File: src/rtl/deco_pkg.sv
// Shared types and helpers for the registered one-hot scan decoder.
package deco_pkg;

  typedef enum logic [1:0] {
    IDLE   = 2'd0,
    DIRECT = 2'd1,
    SCAN   = 2'd2
  } state_e;

  typedef enum logic {
    MODE_DIRECT = 1'b0,
    MODE_SCAN   = 1'b1
  } mode_e;

  // Level an output channel takes when it is not selected.
  function automatic logic inactive_level(input bit active_low);
    return active_low ? 1'b1 : 1'b0;
  endfunction

endpackage

File: src/rtl/onehot_scan_deco_if.sv
// Control and status bundle of the one-hot scan decoder.
// master drives the controls; slave is the decoder side.
interface onehot_scan_deco_if #(
  parameter int N = 8
);
  import deco_pkg::*;

  localparam int IW = $clog2(N);

  logic          en;
  mode_e         mode;
  logic [IW-1:0] sel;
  logic [N-1:0]  mask;
  logic [N-1:0]  out;
  logic [IW-1:0] idx;
  logic          tick;
  logic          wrap;

  modport master (
    output en, mode, sel, mask,
    input  out, idx, tick, wrap
  );

  modport slave (
    input  en, mode, sel, mask,
    output out, idx, tick, wrap
  );

endinterface

File: src/rtl/next_chan_find.sv
// Combinational search for the next enabled scan channel.
// Picks the lowest set mask bit above cur (or at cur when inclusive);
// when none exists it falls back to the lowest set bit and flags a wrap.
module next_chan_find #(
  parameter int N = 8
) (
  input  logic [N-1:0]          mask,
  input  logic [$clog2(N)-1:0]  cur,
  input  logic                  inclusive,
  output logic [$clog2(N)-1:0]  nxt,
  output logic                  found,
  output logic                  wrapped
);

  localparam int IW = $clog2(N);

  logic          hit_above;
  logic [IW-1:0] above_idx;
  logic [IW-1:0] low_idx;

  // Walk downwards so the last match written is the lowest qualifying bit.
  always_comb begin
    hit_above = 1'b0;
    above_idx = '0;
    low_idx   = '0;
    for (int i = N - 1; i >= 0; i--) begin
      if (mask[i]) begin
        low_idx = IW'(i);
        if ((i > int'(cur)) || (inclusive && (i == int'(cur)))) begin
          hit_above = 1'b1;
          above_idx = IW'(i);
        end
      end
    end
    found   = |mask;
    wrapped = found && !hit_above;
    nxt     = hit_above ? above_idx : low_idx;
  end

endmodule

File: src/rtl/onehot_scan_deco.sv
// Registered 1-of-N decoder with DIRECT decode and a prescaled SCAN mode
// that rotates a one-hot select across the channels enabled in mask.
// Optional macro DECO_BLANK_EN: inserts one all-inactive cycle before
// every scan advance (DIV must then be at least 2).
module onehot_scan_deco
  import deco_pkg::*;
#(
  parameter int N          = 8,
  parameter int DIV        = 4,
  parameter int ACTIVE_LOW = 0
) (
  input logic               clk,
  input logic               rst_n,
  onehot_scan_deco_if.slave bus
);

  localparam int             IW      = $clog2(N);
  localparam int             PW      = (DIV > 1) ? $clog2(DIV) : 1;
  localparam logic [PW-1:0]  PLAST   = PW'(DIV - 1);
  localparam logic           INACT   = inactive_level(ACTIVE_LOW != 0);
  localparam logic [N-1:0]   ALL_OFF = {N{INACT}};

`ifdef DECO_BLANK_EN
  localparam bit BLANK = 1'b1;
  if (DIV < 2) begin : g_div_check
    $error("onehot_scan_deco: DIV must be at least 2 with DECO_BLANK_EN");
  end
`else
  localparam bit BLANK = 1'b0;
`endif

  state_e        state_q, state_d;
  logic [PW-1:0] presc_q, presc_d;
  logic [IW-1:0] idx_q, idx_d;
  logic [N-1:0]  out_q, out_d;
  logic          tick_q, tick_d;
  logic          wrap_q, wrap_d;

  logic          find_incl;
  logic [IW-1:0] nxt;
  logic          found;
  logic          wrapped;

  function automatic logic [N-1:0] chan_out(input logic [IW-1:0] i);
    return ({{(N-1){1'b0}}, 1'b1} << i) ^ ALL_OFF;
  endfunction

  // Entry into SCAN may land on the current channel; an advance may not.
  assign find_incl = (state_q != SCAN);

  next_chan_find #(.N(N)) u_find (
    .mask      (bus.mask),
    .cur       (idx_q),
    .inclusive (find_incl),
    .nxt       (nxt),
    .found     (found),
    .wrapped   (wrapped)
  );

  // Next state, prescaler and registered output values for the coming edge.
  always_comb begin
    state_d = state_q;
    presc_d = '0;
    idx_d   = idx_q;
    out_d   = ALL_OFF;
    tick_d  = 1'b0;
    wrap_d  = 1'b0;
    if (!bus.en) begin
      state_d = IDLE;
    end else if (bus.mode == MODE_DIRECT) begin
      state_d = DIRECT;
      if (int'(bus.sel) < N) begin
        idx_d = bus.sel;
        out_d = chan_out(bus.sel);
      end
    end else begin
      state_d = SCAN;
      if (state_q != SCAN) begin
        if (found) begin
          idx_d = nxt;
          out_d = chan_out(nxt);
        end
      end else if (presc_q == PLAST) begin
        if (found) begin
          idx_d  = nxt;
          out_d  = chan_out(nxt);
          tick_d = 1'b1;
          wrap_d = wrapped;
        end
      end else begin
        presc_d = presc_q + PW'(1);
        if ((bus.mask != '0) && !(BLANK && (presc_d == PLAST))) begin
          out_d = out_q;
        end
      end
    end
  end

  // State and output registers with synchronous active-low reset.
  always_ff @(posedge clk) begin
    if (!rst_n) begin
      state_q <= IDLE;
      presc_q <= '0;
      idx_q   <= '0;
      out_q   <= ALL_OFF;
      tick_q  <= 1'b0;
      wrap_q  <= 1'b0;
    end else begin
      state_q <= state_d;
      presc_q <= presc_d;
      idx_q   <= idx_d;
      out_q   <= out_d;
      tick_q  <= tick_d;
      wrap_q  <= wrap_d;
    end
  end

  assign bus.out  = out_q;
  assign bus.idx  = idx_q;
  assign bus.tick = tick_q;
  assign bus.wrap = wrap_q;

endmodule

File: src/flat_wrapper.sv
// flat-port wrapper written by rule: the top's interface ports become plain ports
module onehot_scan_deco_flat import deco_pkg::*;
#(
  parameter int N          = 8,
  parameter int DIV        = 4,
  parameter int ACTIVE_LOW = 0
)
  (clk, rst_n, bus_en, bus_mode, bus_sel, bus_mask, bus_out, bus_idx, bus_tick, bus_wrap);
  onehot_scan_deco_if #(.N(N)) bus_i ();
  input logic clk;
  input logic rst_n;
  input wire logic [$bits(bus_i.en)-1:0] bus_en;
  input wire logic [$bits(bus_i.mode)-1:0] bus_mode;
  input wire logic [$bits(bus_i.sel)-1:0] bus_sel;
  input wire logic [$bits(bus_i.mask)-1:0] bus_mask;
  output wire logic [$bits(bus_i.out)-1:0] bus_out;
  output wire logic [$bits(bus_i.idx)-1:0] bus_idx;
  output wire logic [$bits(bus_i.tick)-1:0] bus_tick;
  output wire logic [$bits(bus_i.wrap)-1:0] bus_wrap;
  assign bus_i.en = bus_en;
  assign bus_i.mode = bus_mode;
  assign bus_i.sel = bus_sel;
  assign bus_i.mask = bus_mask;
  assign bus_out = bus_i.out;
  assign bus_idx = bus_i.idx;
  assign bus_tick = bus_i.tick;
  assign bus_wrap = bus_i.wrap;
  onehot_scan_deco #(.N(N), .DIV(DIV), .ACTIVE_LOW(ACTIVE_LOW)) u_core (.clk(clk), .rst_n(rst_n), .bus(bus_i));
endmodule
File: config.mk
export PLATFORM = sky130hd
export DESIGN_NAME = onehot_scan_deco_flat
export DESIGN_NICKNAME = d
export VERILOG_FILES = /design/src/rtl/deco_pkg.sv /design/src/rtl/onehot_scan_deco_if.sv /design/src/rtl/next_chan_find.sv /design/src/rtl/onehot_scan_deco.sv /design/src/flat_wrapper.sv
export SDC_FILE = /design/constraint.sdc
export NUM_CORES = 1
export LEC_CHECK = 0
export ABC_AREA = 1
export BUFFER_PORTS_ARGS = -buffer_cell sky130_fd_sc_hd__buf_2
export CORE_MARGIN = 2
export CORE_UTILIZATION = 35
export DETAILED_ROUTE_END_ITERATION = 8
export GPL_ROUTABILITY_DRIVEN = 0
export HOLD_SLACK_MARGIN = 0.03
export SETUP_SLACK_MARGIN = 0.5
export SLEW_MARGIN = 20
export SYNTH_ARGS = -nofsm -noshare
export SYNTH_HDL_FRONTEND = slang
export SYNTH_SLANG_ARGS = --single-unit
File: constraint.sdc
create_clock -name clk -period 1.8 [get_ports clk]
set_input_delay 0.36 -clock clk [delete_from_list [all_inputs] [get_ports clk]]
set_output_delay 0.36 -clock clk [all_outputs]
set_load 0.02 [all_outputs]
* Word-level counts from Yosys, hierarchy flattened *
Cells that the tools add are included.

storage, ports and cells
  register bits = 17
  input port bits = 15
  output and inout port bits = 13
  logic and storage cells = 109

cells by class
  add/subtract/negate cells = 1
  order comparisons = 7
  equality and inequality tests = 11
  shift operators = 2
  multiplexer cells = 52
  bitwise logic cells = 5
  reductions and logical operators = 25

operators by type and width
  kind                 number
  $mux 3               29
  $mux 8               5
  $mux 1               17
  $shl 1x3->8 const A  2
  $eq 3x3->1 const A   4
  $gt 3x3->1 const A   4
  $reduce_or 5->1      2
  $logic_and 1x1->1    9
  $reduce_bool 8->1    1
  $reduce_or 8->1      1
  $logic_or 1x1->1     7
  $eq 2x3->1 const A   2
  $gt 2x3->1 const A   2
  $reduce_or 6->1      1
  $not 1->1            5
  $ne 4x3->1 const B   1
  $reduce_and 2->1     2
  $eq 1x3->1 const A   1
  $gt 1x3->1 const A   1
  $logic_not 3->1      1
  $ne 3x1->1 const B   1
  $add 2x1->2 const B  1
  $eq 2x2->1 const B   1
  $mux 2               1
  2 further kinds      2

* Depth between registers and ports, before layout *
  depth after elaboration = 25
  mapped depth = 15
  depth with buffers taken out = 15

* Modules after synthesis *
A second synthesis with hierarchy kept.

unflattened totals
  cells, all modules = 218
  area total of the unflattened synthesis = 1,286.2 um^2

modules (own cells, without submodules)
  module            instances  cells each  area an instance (um^2)
  onehot_scan_deco  1          157         952.2
  next_chan_find    1          61          334.1

* Worst setup path before layout *
No wires, ideal clock.

  path type = reg2reg
  from = register u_core.idx_q[2], in the netlist u_core.bus.idx[2]
  to = register u_core.out_q[6], in the netlist u_core.bus.out[6]
  arrival time = 1,454 ps
  path slack = 229 ps
  stages on the path, launching flop included = 10
  buffers on the path = 0
  period minus slack after synthesis = 1,571 ps
  path through = dfxtp_1 nand3_1 o21ai_2 nand2_2 nor2_8 nand3_1 nand2_2 inv_2 nand4_1 a21oi_1

on the way
  longest elaborated chain between the ends = 25
  elaborated cells between the ends (all ways) = 68
  those cells by class = 7 x order compare; 7 x eq/ne; 1 x shift; 37 x mux; 16 x reduce/logical

ends and longest elaborated chain
  item                                                                 RTL line                                        source
  start, declared                                                      onehot_scan_deco.sv:34                          logic [IW-1:0] idx_q, idx_d;
  start signal, assigned                                               onehot_scan_deco.sv:111                         idx_q <= idx_d;
  parallel branches: the longest is 19 deep, another holds $gt 3x3->1  --
  $mux 3 *                                                             next_chan_find.sv:37                            nxt = hit_above ? above_idx : low_idx;
  $shl 1x3->8 *                                                        onehot_scan_deco.sv:45                          return ({{(N-1){1'b0}}, 1'b1} << i) ^ ALL_OFF;
  $mux 8 *                                                             onehot_scan_deco.sv:79, onehot_scan_deco.sv:84
  $mux 8                                                               onehot_scan_deco.sv:83                          end else if (presc_q == PLAST) begin
  $mux 8 *                                                             onehot_scan_deco.sv:78                          if (state_q != SCAN) begin
  $mux 8 *                                                             onehot_scan_deco.sv:70                          end else if (bus.mode == MODE_DIRECT) begin
  end signal, assigned                                                 onehot_scan_deco.sv:112                         out_q <= out_d;
  end, declared                                                        onehot_scan_deco.sv:35                          logic [N-1:0] out_q, out_d;

Mark *: on every way between the ends.
A chain may end at the register's enable or synchronous reset.

* Final worst setup path *
  from = register u_core.state_q[1]
  to = register u_core.out_q[0], in the netlist u_core.bus.out[0]

on the way
  longest elaborated chain between the ends = 25
  elaborated cells between the ends (all ways) = 55
  those cells by class = 2 x eq/ne; 1 x shift; 37 x mux; 15 x reduce/logical

ends and longest elaborated chain
  item                              RTL line                                        source
  start, declared                   onehot_scan_deco.sv:32                          state_e state_q, state_d;
  start signal, assigned            onehot_scan_deco.sv:109                         state_q <= state_d;
  $ne 2x2->1 *                      onehot_scan_deco.sv:49, onehot_scan_deco.sv:78
  $logic_and 1x1->1                 next_chan_find.sv:29                            if ((i > int'(cur)) || (inclusive && (i == int'(cur)))) begin
  $logic_or 1x1->1                  next_chan_find.sv:29
  $mux 3 or $mux 1 (tied branches)  next_chan_find.sv:29
  $mux 3 or $mux 1 (tied branches)  next_chan_find.sv:27                            if (mask[i]) begin
  $mux 3 or $mux 1 (tied branches)  next_chan_find.sv:29
  $mux 3 or $mux 1 (tied branches)  next_chan_find.sv:27
  $mux 3 or $mux 1 (tied branches)  next_chan_find.sv:29
  [... 9 more ...]                  --
  $mux 3 or $mux 1 (tied branches)  next_chan_find.sv:29
  $mux 3 or $mux 1 (tied branches)  next_chan_find.sv:27
  $mux 3                            next_chan_find.sv:37
  $shl 1x3->8                       onehot_scan_deco.sv:45
  $mux 8                            onehot_scan_deco.sv:79, onehot_scan_deco.sv:84
  $mux 8                            onehot_scan_deco.sv:83
  $mux 8                            onehot_scan_deco.sv:78
  $mux 8                            onehot_scan_deco.sv:70

Every way passes the cells marked *; elsewhere a longest branch is shown, timed or not.

==> reports/summary.txt <==
Pin count of the biggest net entering global routing - 10
Most used cell, CP - nand2_4
Outcome - finished clean
Starting DRT DRC Count - 55
Clock-pin slew on the worst setup and hold paths - 90 ps
Post-Synthesis Cell Area - 1160 um^2
Yosys reg bits - 17
PwrDens - 576 nW/um^2
Synth area leader - dfxtp_1
Flop-to-flop setup slack - 210 ps
Most numerous cell in the Yosys netlist - nor2_1
Critical path origin - u_core.state_q[1]$_SDFF_PN0_
Layout cells sized above 1 - 44.5%
# clock sinks - 17
Die area - 3810 um^2
Hold WC Path Type - input pin to register
Top_reg_cell synth - dfxtp_1
Commonest cells in the netlist - nor2_1, nand2_1, inv_1
Worst setup SP type - register
IO Pins - 28
Synthesized area per cell - 6.73 um^2
Crit Path Class - register to register
Vias - 1268
Drc violations - 0
Worst-Skew Late Latency - 290 ps
Drt via density - 5.01
Critical path fanouts, max - 5
Worst path slowest cell - dfxtp_4
Starting Density - 37.5%
Maximum VDD drop - 0.467 mV
Req. time, crit path - 2030 ps
Drt first pass iters - 4
Area share of the largest cell type after synthesis - 29.2%
CTS tree - yes
Cells after Synth - 173
R2r startpoint - u_core.state_q[1]$_SDFF_PN0_
Die X - 61.7 um
CTS Buf Count - 3
Seq/Total Area, Yosys - 29.2%
Diode count - 0
Final Max Tran Viols - 0
WL/cell - 11.9 um
Setup TNS - 0 ps
Reg2reg end - u_core.bus.out[0]$_SDFFE_PN0P_
Core footprint - 3100 um^2
Tcrit/Tclk final - 88.3%
Reg2Reg Depth - 10
Period minus WS final - 1590 ps
CP endpoint kind - register
Crit-path max cell delay - 370 ps
Post-DP HPWL - 2350 um
Synth top area cells - dfxtp_1, nor2_1, nand2_1
Antenna violations before repair - 0
Async SR Flop Fraction - 0%
Relative slew slack - 83.6%
Global-route wire length before repair - 5000 um
Max Clk Rate - 0.630 GHz
Final setup viols - 0
Slew @ Worst Pin - 244 ps
Crit-path cells - inv_2, nor2_4, nand3_2, nand2_2, nand2_4, nor2_8, nand2_4, a21oi_4, nand4_1, a21oi_2
Crit path to - u_core.bus.out[0]$_SDFFE_PN0P_
CTS root buffer - clkbuf_4
Vert. Die Dim - 61.7 um
Final cell count without fillers - 253
Worst EP arrival - 1820 ps
Antenna Nets Post-Route - 0
Placed Cells - 244
CTS Buffer Depth - 2
Syn. warnings - 0
Lkg Pwr - 0.000720 uW
RSZ-0062 raised after global routing - yes
Mapped Nets - 189
CTS H-tree depth - 1
Max Cap Viol - 0
Vias in the first global route - 1190
Post-CTS Hold Buffers - 0
P&R area growth vs syn - 34.9%
Yosys cell types - 26
Clock Skew - 2.88 ps
Final Hold Fails - 0
GRT Resource Usage Total - 17.6%
GRT Residual Overflow - 0
Post-synth EDFFs - 0
# nets final - 226
Port bufs - 27
Post-Route WL - 3000 um
Rows - 20
[state kept, by name (all words and copies together), names as in the netlist]
name and count:
u_core.state_q 2, u_core.bus.idx 3, u_core.presc_q 2, u_core.bus.wrap 1, u_core.bus.out 8, u_core.bus.tick 1
[worst min path at each step]
stage | endpoint | start | depth (start not counted)
2_1_floorplan | u_core.presc_q[0]$_SDFF_PP0_ | u_core.presc_q[0]$_SDFF_PP0_ | 1
3_3_place_gp | u_core.presc_q[0]$_SDFF_PP0_ | u_core.presc_q[0]$_SDFF_PP0_ | 1
3_5_place_dp | u_core.presc_q[0]$_SDFF_PP0_ | u_core.presc_q[0]$_SDFF_PP0_ | 1
4_1_cts | u_core.bus.idx[0]$_SDFFE_PN0P_ | rst_n | 3
5_1_grt | u_core.bus.idx[2]$_SDFFE_PN0P_ | rst_n | 3
6_report | u_core.bus.idx[2]$_SDFFE_PN0P_ | rst_n | 3
[where the power goes]
group / leakage, uW / total, uW / switching [uW] / internal (uW)
registers: 0.000141 / 409 / 20.4 / 389
logic: 0.000564 / 293 / 188 / 105
clock network: 0.0000150 / 204 / 117 / 86.3
total: 0.000720 / 906 / 326 / 580
[cells in the final DEF, fill, tap and decap left out, types with 2 or more instances in the layout]
master / netlist / layout
buf_2: 0 / 27
nor2_1: 28 / 24
nand2_1: 26 / 21
inv_1: 21 / 18
dfxtp_1: 17 / 12
a21oi_1: 14 / 10
o21ai_0: 10 / 9
inv_2: 5 / 8
nand2_2: 7 / 8
nand2_4: 3 / 7
nor2_4: 2 / 7
nand3_2: 5 / 7
nand4_1: 7 / 7
nand3_1: 11 / 6
a21oi_2: 1 / 5
buf_4: 0 / 5
dfxtp_4: 0 / 4
nand3_4: 0 / 3
o21ai_1: 3 / 3
clkbuf_4: 0 / 3
nor2_8: 2 / 2
o21ai_2: 1 / 2
nor3_1: 2 / 2
[what timing repair did]
item                       4_1_cts  5_1_grt
setup endpoints to repair       11       12
buffers inserted                 2        3
pin swaps                       14        7
gates resized for setup          5       16
cloned                           0        0
[metal layers]
layer / vias up / GRT usage [%] / part of all wire, %
met3: 4 / 5.18 / 5.0
met5: - / 0 / 0
met4: 0 / 5.78 / 0.77
met1: 585 / 22.1 / 45
li1: 643 / - / -
met2: 36 / 29.0 / 49
[worst max-delay path: cells and delay by family (launching register included)]
kind,cells,cell delay [ps]
buf+inv,1,40
flops,1,370
compound gates,2,300
simple gates,7,820
[metrics by stage]
stage | hold WS, ps | util, % | instance area [um^2] | setup slack [ps] | total power [uW]
3_5_place_dp | 426 | 45.7 | 1420 | 192 | 673
2_1_floorplan | 408 | - | 1230 | 413 | 603
5_1_grt | 305 | 50.6 | 1570 | 95.7 | 966
6_report | 309 | 50.6 | 1570 | 212 | 906
3_3_place_gp | 422 | 45.7 | 1420 | 225 | 669
4_1_cts | 315 | 47.9 | 1490 | 224 | 895
[kinds of logic (layout without fill, tap and decap cells)]
group / after synthesis / in the layout / synth area share (%)
compound gates: 33 / 33 / 16.6
fa+ha+maj: 1 / 1 / 1.07
flops: 17 / 17 / 29.2
buf+inv: 26 / 62 / 8.38
simple gates: 96 / 96 / 44.7
[layout make-up]
| cell class | count | area [um^2] |
|---|---|---|
| fillers | 336 | 1530 |
| multi-input cells | 130 | 863 |
| flip-flops and latches | 17 | 357 |
| repair buffers | 32 | 173 |
| inverters | 26 | 97.6 |
| well taps | 44 | 55.1 |
| clock buffers | 4 | 26.3 |
No activity file was read; power rests on OpenSTA's default activity.
